==> config.mk <==
export PLATFORM = sky130hd
export DESIGN_NAME = result_writeback_buffer
export DESIGN_NICKNAME = d
export VERILOG_FILES = /design/src/rtl/mm_engine_pkg.sv /design/src/rtl/result_writeback_buffer_vector_fifo.sv /design/src/rtl/result_writeback_buffer.sv
export SDC_FILE = /design/constraint.sdc
export NUM_CORES = 1
export LEC_CHECK = 0
export ABC_AREA = 1
export CAP_MARGIN = 20
export CORE_AREA = 2 2 289 291
export DETAILED_ROUTE_END_ITERATION = 8
export DIE_AREA = 0 0 291 293
export PLACE_DENSITY_LB_ADDON = 0.2
export REMOVE_ABC_BUFFERS = 1
export SLEW_MARGIN = 20
export SYNTH_ARGS = -nofsm -noshare
export SYNTH_HDL_FRONTEND = slang
export SYNTH_SLANG_ARGS = --single-unit
==> constraint.sdc <==
create_clock -name clk -period 15.87 [get_ports clk]
set_clock_uncertainty 0.05 [all_clocks]
set_input_delay 3.9675 -clock clk [delete_from_list [all_inputs] [get_ports clk]]
set_output_delay 3.9675 -clock clk [all_outputs]
set_load 0.005 [all_outputs]
==> src/rtl/mm_engine_pkg.sv <==
//------------------------------------------------------------------------------
// Module   : mm_engine_pkg
// Brief    : Shared state encoding and default sizes for the writeback path.
// Revision : 1.0
//------------------------------------------------------------------------------
`default_nettype none

package mm_engine_pkg;

  localparam int DEF_B_N                 = 2;
  localparam int DEF_B_MAX_MATRIX_LENGTH = 12;
  localparam int DEF_MEMORY_ADDRESS_BITS = 64;

  typedef enum logic [1:0] {
    ST_IDLE    = 2'd0,
    ST_COLLECT = 2'd1,
    ST_FLUSH   = 2'd2
  } wb_state_e;

endpackage

`default_nettype wire

==> src/rtl/result_writeback_buffer_vector_fifo.sv <==
//------------------------------------------------------------------------------
// Module   : vector_fifo
// Brief    : Synchronous FIFO of whole result vectors with occupancy count.
// Revision : 1.0
//------------------------------------------------------------------------------
`default_nettype none

module vector_fifo #(
  parameter int WIDTH   = 128,
  parameter int B_DEPTH = 2
) (
  input  logic               clk,
  input  logic               reset,
  input  logic               push_i,
  input  logic [WIDTH-1:0]   push_data_i,
  input  logic               pop_i,
  output logic [WIDTH-1:0]   head_o,
  output logic               full_o,
  output logic               empty_o,
  output logic [B_DEPTH:0]   count_o
);

  localparam int DEPTH    = 1 << B_DEPTH;
  localparam int PTR_BITS = (B_DEPTH < 1) ? 1 : B_DEPTH;

  logic [WIDTH-1:0]    mem_q [DEPTH];
  logic [PTR_BITS-1:0] wr_ptr_q, wr_ptr_d;
  logic [PTR_BITS-1:0] rd_ptr_q, rd_ptr_d;
  logic [B_DEPTH:0]    count_q, count_d;
  logic                w_do_push, w_do_pop;

  function automatic logic [PTR_BITS-1:0] ptr_inc(input logic [PTR_BITS-1:0] p);
    return (p == PTR_BITS'(DEPTH - 1)) ? '0 : p + PTR_BITS'(1);
  endfunction

  assign full_o    = (count_q == (B_DEPTH + 1)'(DEPTH));
  assign empty_o   = (count_q == '0);
  assign count_o   = count_q;
  assign head_o    = mem_q[rd_ptr_q];
  assign w_do_push = push_i && !full_o;
  assign w_do_pop  = pop_i && !empty_o;

  always_comb begin
    wr_ptr_d = wr_ptr_q;
    rd_ptr_d = rd_ptr_q;
    count_d  = count_q;
    if (w_do_push) wr_ptr_d = ptr_inc(wr_ptr_q);
    if (w_do_pop)  rd_ptr_d = ptr_inc(rd_ptr_q);
    case ({w_do_push, w_do_pop})
      2'b10:   count_d = count_q + (B_DEPTH + 1)'(1);
      2'b01:   count_d = count_q - (B_DEPTH + 1)'(1);
      default: count_d = count_q;
    endcase
  end

  always_ff @(posedge clk) begin
    if (reset) begin
      wr_ptr_q <= '0;
      rd_ptr_q <= '0;
      count_q  <= '0;
    end else begin
      wr_ptr_q <= wr_ptr_d;
      rd_ptr_q <= rd_ptr_d;
      count_q  <= count_d;
    end
  end

  // Storage needs no reset: occupancy alone decides what is visible.
  always_ff @(posedge clk) begin
    if (w_do_push) mem_q[wr_ptr_q] <= push_data_i;
  end

endmodule

`default_nettype wire

==> src/rtl/result_writeback_buffer.sv <==
//------------------------------------------------------------------------------
// Module   : result_writeback_buffer
// Brief    : Collects result vectors round-robin from the processors, buffers
//            them and streams them to RAM at sequential word addresses.
//            Optional macro RESULT_WRITEBACK_LAST_CHECK_EN adds last_error.
// Revision : 1.0
//------------------------------------------------------------------------------
`default_nettype none

module result_writeback_buffer
  import mm_engine_pkg::*;
#(
  parameter int RESULT_WIDTH                   = 32,
  parameter int B_N                            = DEF_B_N,
  parameter int B_M                            = 2,
  parameter int B_NUM_PROCESSORS               = 2,
  parameter int B_PARALLEL_DATA_STREAMING_SIZE = 1,
  parameter int B_MAX_MATRIX_LENGTH            = DEF_B_MAX_MATRIX_LENGTH,
  parameter int MEMORY_ADDRESS_BITS            = DEF_MEMORY_ADDRESS_BITS,
  localparam int N                 = 1 << B_N,
  localparam int NUM_PROCESSORS    = 1 << B_NUM_PROCESSORS,
  localparam int P                 = 1 << B_PARALLEL_DATA_STREAMING_SIZE,
  localparam int MAX_MATRIX_LENGTH = 1 << B_MAX_MATRIX_LENGTH,
  localparam int COUNTER_BITS      = $clog2(MAX_MATRIX_LENGTH + 1),
  localparam int ID_BITS           = (B_NUM_PROCESSORS < 1) ? 1 : B_NUM_PROCESSORS
) (
  input  logic                                             clk,
  input  logic                                             reset,
  input  logic                                             instruction_valid,
  output logic                                             instruction_ready,
  input  logic [MEMORY_ADDRESS_BITS-1:0]                   address_input,
  input  logic [COUNTER_BITS-1:0]                          length_input,
  input  logic [NUM_PROCESSORS-1:0]                        processor_output_valid,
  input  logic [NUM_PROCESSORS-1:0][N-1:0][RESULT_WIDTH-1:0] processor_output_data,
  input  logic [NUM_PROCESSORS-1:0]                        processor_output_last,
  output logic [NUM_PROCESSORS-1:0]                        processor_output_ready,
  output logic [MEMORY_ADDRESS_BITS-1:0]                   memory_write_address,
  output logic [P-1:0][RESULT_WIDTH-1:0]                   memory_write_data,
  output logic                                             memory_write_valid,
  input  logic                                             memory_write_ready,
  output logic                                             writeback_done
`ifdef RESULT_WRITEBACK_LAST_CHECK_EN
  ,
  output logic                                             last_error
`endif
);

  localparam int BEATS      = N / P;
  localparam int BEAT_BITS  = (B_N - B_PARALLEL_DATA_STREAMING_SIZE > 0) ?
                              (B_N - B_PARALLEL_DATA_STREAMING_SIZE) : 1;
  localparam int TOTAL_BITS = COUNTER_BITS + B_NUM_PROCESSORS;
  localparam int VEC_BITS   = N * RESULT_WIDTH;

  wb_state_e                      state_q, state_d;
  logic [MEMORY_ADDRESS_BITS-1:0] base_q, base_d;
  logic [MEMORY_ADDRESS_BITS-1:0] words_q, words_d;
  logic [TOTAL_BITS-1:0]          total_q, total_d;
  logic [TOTAL_BITS-1:0]          accepted_q, accepted_d;
  logic [ID_BITS-1:0]             id_q, id_d;
  logic [BEAT_BITS-1:0]           beat_q, beat_d;
  logic                           done_q, done_d;

  logic                           w_fifo_full, w_fifo_empty;
  logic [B_M:0]                   w_fifo_count;
  logic [BEATS-1:0][P*RESULT_WIDTH-1:0] w_head_beats;
  logic                           w_push, w_pop, w_beat_acc, w_beat_last;

  assign w_push      = (state_q == ST_COLLECT) && !w_fifo_full && processor_output_valid[id_q];
  assign w_beat_last = (beat_q == BEAT_BITS'(BEATS - 1));
  assign w_beat_acc  = memory_write_valid && memory_write_ready;
  assign w_pop       = w_beat_acc && w_beat_last;

  vector_fifo #(
    .WIDTH   (VEC_BITS),
    .B_DEPTH (B_M)
  ) u_fifo (
    .clk         (clk),
    .reset       (reset),
    .push_i      (w_push),
    .push_data_i (processor_output_data[id_q]),
    .pop_i       (w_pop),
    .head_o      (w_head_beats),
    .full_o      (w_fifo_full),
    .empty_o     (w_fifo_empty),
    .count_o     (w_fifo_count)
  );

  assign instruction_ready    = (state_q == ST_IDLE);
  assign memory_write_valid   = !w_fifo_empty;
  assign memory_write_data    = w_head_beats[beat_q];
  assign memory_write_address = base_q + words_q;
  assign writeback_done       = done_q;

  for (genvar gi = 0; gi < NUM_PROCESSORS; gi++) begin : g_ready
    assign processor_output_ready[gi] = (state_q == ST_COLLECT) && !w_fifo_full &&
                                        (id_q == ID_BITS'(gi));
  end

`ifdef RESULT_WRITEBACK_LAST_CHECK_EN
  logic [COUNTER_BITS-1:0] length_q, length_d;
  logic                    last_error_q, last_error_d;
  logic [COUNTER_BITS-1:0] w_row;

  // Vectors arrive in full rounds, so the row is the push count over NUM_PROCESSORS.
  assign w_row      = accepted_q[TOTAL_BITS-1:B_NUM_PROCESSORS];
  assign last_error = last_error_q;

  always_comb begin
    length_d     = length_q;
    last_error_d = last_error_q;
    if (state_q == ST_IDLE && instruction_valid) begin
      length_d     = length_input;
      last_error_d = 1'b0;
    end else if (w_push &&
                 (processor_output_last[id_q] != (w_row == length_q - COUNTER_BITS'(1)))) begin
      last_error_d = 1'b1;
    end
  end

  always_ff @(posedge clk) begin
    if (reset) begin
      length_q     <= '0;
      last_error_q <= 1'b0;
    end else begin
      length_q     <= length_d;
      last_error_q <= last_error_d;
    end
  end
`else
  logic w_unused_last;
  assign w_unused_last = ^processor_output_last;
`endif

  always_comb begin
    state_d    = state_q;
    base_d     = base_q;
    words_d    = words_q;
    total_d    = total_q;
    accepted_d = accepted_q;
    id_d       = id_q;
    beat_d     = beat_q;
    done_d     = 1'b0;

    case (state_q)
      ST_IDLE: begin
        if (instruction_valid) begin
          base_d     = address_input;
          total_d    = TOTAL_BITS'(length_input) << B_NUM_PROCESSORS;
          accepted_d = '0;
          id_d       = '0;
          words_d    = '0;
          beat_d     = '0;
          if (length_input == '0) done_d  = 1'b1;
          else                    state_d = ST_COLLECT;
        end
      end
      ST_COLLECT: begin
        if (w_push && (accepted_q + TOTAL_BITS'(1) == total_q)) state_d = ST_FLUSH;
      end
      ST_FLUSH: begin
        // No pushes happen here, so popping the only entry ends the command.
        if (w_pop && (w_fifo_count == (B_M + 1)'(1))) begin
          state_d = ST_IDLE;
          done_d  = 1'b1;
        end
      end
      default: state_d = ST_IDLE;
    endcase

    if (w_push) begin
      accepted_d = accepted_q + TOTAL_BITS'(1);
      id_d       = (id_q == ID_BITS'(NUM_PROCESSORS - 1)) ? '0 : id_q + ID_BITS'(1);
    end

    if (w_beat_acc) begin
      words_d = words_q + MEMORY_ADDRESS_BITS'(P);
      beat_d  = w_beat_last ? '0 : beat_q + BEAT_BITS'(1);
    end
  end

  always_ff @(posedge clk) begin
    if (reset) begin
      state_q    <= ST_IDLE;
      base_q     <= '0;
      words_q    <= '0;
      total_q    <= '0;
      accepted_q <= '0;
      id_q       <= '0;
      beat_q     <= '0;
      done_q     <= 1'b0;
    end else begin
      state_q    <= state_d;
      base_q     <= base_d;
      words_q    <= words_d;
      total_q    <= total_d;
      accepted_q <= accepted_d;
      id_q       <= id_d;
      beat_q     <= beat_d;
      done_q     <= done_d;
    end
  end

endmodule

`default_nettype wire

==> results.py <==
metrics = {
    "synth": {
        "ys.flop_type": "edfxtp_1",
        "syn_avg_cell_area_um2": 8.35,
        "synthCells": 4309,
        "synth.ff_latch_count": 682,
        "synth_edf_count": 512,
        "synthArstFlopShare": 0,
        "yosysSeqAreaShare": 0.522,
        "syn-cell-area_um2": 36000,
        "synth.yosys.warnings": 0,
        "synth.distinct_cells": 58,
    },
    "clocking": {
        "root_buffer": "clkbuf_16",
        "clkSinkCount": 682,
        "cts_hold_buf": 0,
        "cts_resized": 0,
        "cts_tree": "built",
        "clock_latency_ns": 0.63,
        "htreeDepth": 3,
        "clkTransAtPathRegs_ns": 0.06,
        "clock_path_buffers": 3,
        "post_cts_buffers": 0,
        "cts_made_buffers": 75,
    },
    "timing": {
        "tns_ns": 0,
        "drv_slew": 0,
        "fmax_ghz": 0.117,
        "hold_violations": 0,
        "worst_pin_slew_ns": 1.05,
        "fin_ws_ns": 7.30,
        "setup_viol": 0,
        "rsz0062_at_grt": "no",
        "slew_headroom": 0.299,
        "min_period_ns": 8.57,
        "period_share": 0.540,
    },
    "placement": {
        "place_area_um2": 44000,
        "place_congestion": 0.982,
        "dp_hpwl_um": 82400,
        "port_buffers": 731,
        "dp.cells": 5910,
        "dpl_worst_slack_ns": 7.68,
    },
    "critical_path": {
        "worstPathMaxFanout": 98,
        "worstPathCellList": "inv_6, buf_4, buf_4, o21ai_0, o22ai_1, nor2_1, a31oi_1, clkdlybuf4s50_1",
        "required_ns": 11.85,
        "crit_path_frequent_cell": "buf_4",
        "critPathKind": "reg2out",
        "endpoint_kind": "output port",
        "startpoint_type": "register",
        "worstPathArrival_ns": 4.55,
        "crit_buf_inv": 4,
        "worst_path_max_delay_cell": "buf_4",
        "max_stage_delay_ns": 0.81,
        "crit_family": "buffers and inverters",
    },
    "floorplanning": {
        "row_count": 105,
        "start_util": 0.440,
        "ios": 736,
        "die_x_um": 291,
        "dieArea_um2": 85300,
        "core-area_um2": 81800,
        "die_h_um": 293,
    },
    "detailed_routing": {
        "drc": 0,
        "drtPass1Iterations": 6,
        "dr_total_vias": 32940,
        "drt_wl_total_um": 117000,
        "viasPerCell": 5.44,
        "detail-route-antenna-nets": 0,
        "drt_iter0_drc": 2258,
        "wire_per_inst_um": 19.4,
    },
    "power_and_ir_drop": {
        "worst_ir_drop_vdd_mv": 0.0699,
        "p_per_area_nw_per_um2": 91.8,
        "power.leakage_uw": 0.0166,
    },
    "outcome": {
        "status": "finished, final reports clean",
    },
    "global_routing": {
        "grt_start_max_net_pins": 124,
        "grt_pass1_vias": 31059,
        "gr-total-overflow": 0,
        "antenna_found_initial": 6,
        "grt_pass1_wl_um": 177000,
        "grtUsageTotal": 0.265,
    },
    "final_layout": {
        "finalNonFillerCells": 6051,
        "final_area_um2": 46500,
        "area_growth_pct": 29.2,
        "fillCellCount": 7412,
        "layout.nets": 5598,
        "drive_gt1_frac": 0.0450,
    },
    "job": {
        "drv_cap": 0,
    },
    "hold_path": {
        "hp-class": "reg2reg",
    },
}
layout make-up:
type,count,area [um2],area share
tap,1070,1340,0.0288
timing repair buffer,760,7550,0.162
clock inverter,46,504,0.0108
sequential,682,18800,0.404
clock buffer,90,1930,0.0416
multi-input combinational,3150,15400,0.332
inverter,248,955,0.0205
antenna,5,12.5,0.000269
state kept, by name, summed over array words and instances (netlist names), named ones only:
signal and flops:
u_fifo.count_o 3, u_fifo.mem_q 512, id_q 2, base_q 64, beat_q 1, total_q 13, accepted_q 15, words_q 63
u_fifo.rd_ptr_q 2, writeback_done 1, u_fifo.wr_ptr_q 2, state_q 2
tightest hold or removal path: stages, from the launching register on:
cell     delay (ns)
dfxtp_1        0.31
inv_1          0.06
a21oi_1        0.05
worst paths after layout:
path	endpoint	start	slack, ns	depth (start not counted)
worst max-delay path	memory_write_data[15]	register	7.30	8
worst min-delay path	total_q[11]	total_q[11]	0.42	2
worst max register to register	u_fifo.mem_q[1][91]	u_fifo.count_o[0]	11.30	10
worst min register to register	total_q[11]	total_q[11]	0.42	2
kinds of logic (layout without fill, tap and decap cells):
kind of cell             count (synthesis)  in the layout  share of synthesized area
other                                    0              5                          0
XOR/XNOR                                49             49                     0.0119
AO/OA/AOI/OAI                         1197           1197                      0.180
AND/OR/NAND/NOR                       1824           1824                      0.208
buffers and inverters                  477           1144                     0.0510
flip-flops                             682            682                      0.522
adder cells (fa/ha/maj)                 80             80                     0.0278
stage by stage:
stage | total power [uW] | utilization | hold WS [ns]
2_1_floorplan | 2260 | - | 0.389
3_3_place_gp | 2580 | 0.538 | 0.408
3_5_place_dp | 2590 | 0.538 | 0.410
4_1_cts | 4300 | 0.568 | 0.419
5_1_grt | 4410 | 0.568 | 0.442
6_report | 4270 | 0.568 | 0.418
where the power goes:
part | total, uW | switching (uW) | internal (uW)
Clock | 1720 | 727 | 995
Sequential | 2010 | 22.8 | 1990
Combinational | 536 | 279 | 258
synthesized netlist by cell type (16+ instances only):
| library cell | instances | share of area |
|---|---|---|
| nand2_1 | 471 | 0.049 |
| inv_2 | 21 | 0.0022 |
| clkbuf_1 | 186 | 0.019 |
| ha_1 | 80 | 0.028 |
| nor3_1 | 33 | 0.0046 |
| a21oi_1 | 188 | 0.026 |
| o21ai_1 | 16 | 0.0022 |
| inv_1 | 222 | 0.023 |
| o21ai_0 | 675 | 0.094 |
| buf_2 | 26 | 0.0036 |
| xor2_1 | 43 | 0.010 |
| dfxtp_1 | 170 | 0.095 |
| nor2_1 | 1075 | 0.11 |
| edfxtp_1 | 512 | 0.43 |
| nand3_1 | 126 | 0.018 |
| o22ai_1 | 193 | 0.034 |
| nand4_1 | 52 | 0.0090 |
| a31oi_1 | 68 | 0.012 |
layout by cell type, fill, tap and decap left out, types with 27 or more instances in the layout:
cell type        synthesis  layout
xor2_1                  43      43
nor2_1                1075    1071
buf_4                    2      27
o21ai_0                675     675
nand4_1                 52      52
a31oi_1                 68      68
nand3_1                126     126
nor3_1                  33      33
a21oi_1                188     188
dfxtp_1                170     166
edfxtp_1               512     512
clkdlybuf4s50_1          0     730
nand2_1                471     470
ha_1                    80      80
inv_1                  222     219
o22ai_1                193     193
clkbuf_16                0      75
per-layer routing:
metal | global-route usage | vias up | part of all wire
li1 | - | 16236 | -
met1 | 0.331 | 15401 | 0.41
met2 | 0.462 | 1100 | 0.49
met3 | 0.0438 | 201 | 0.060
met4 | 0.0965 | 2 | 0.035
met5 | 0 | - | 0.000094
No activity file was read; power rests on OpenSTA's default activity.
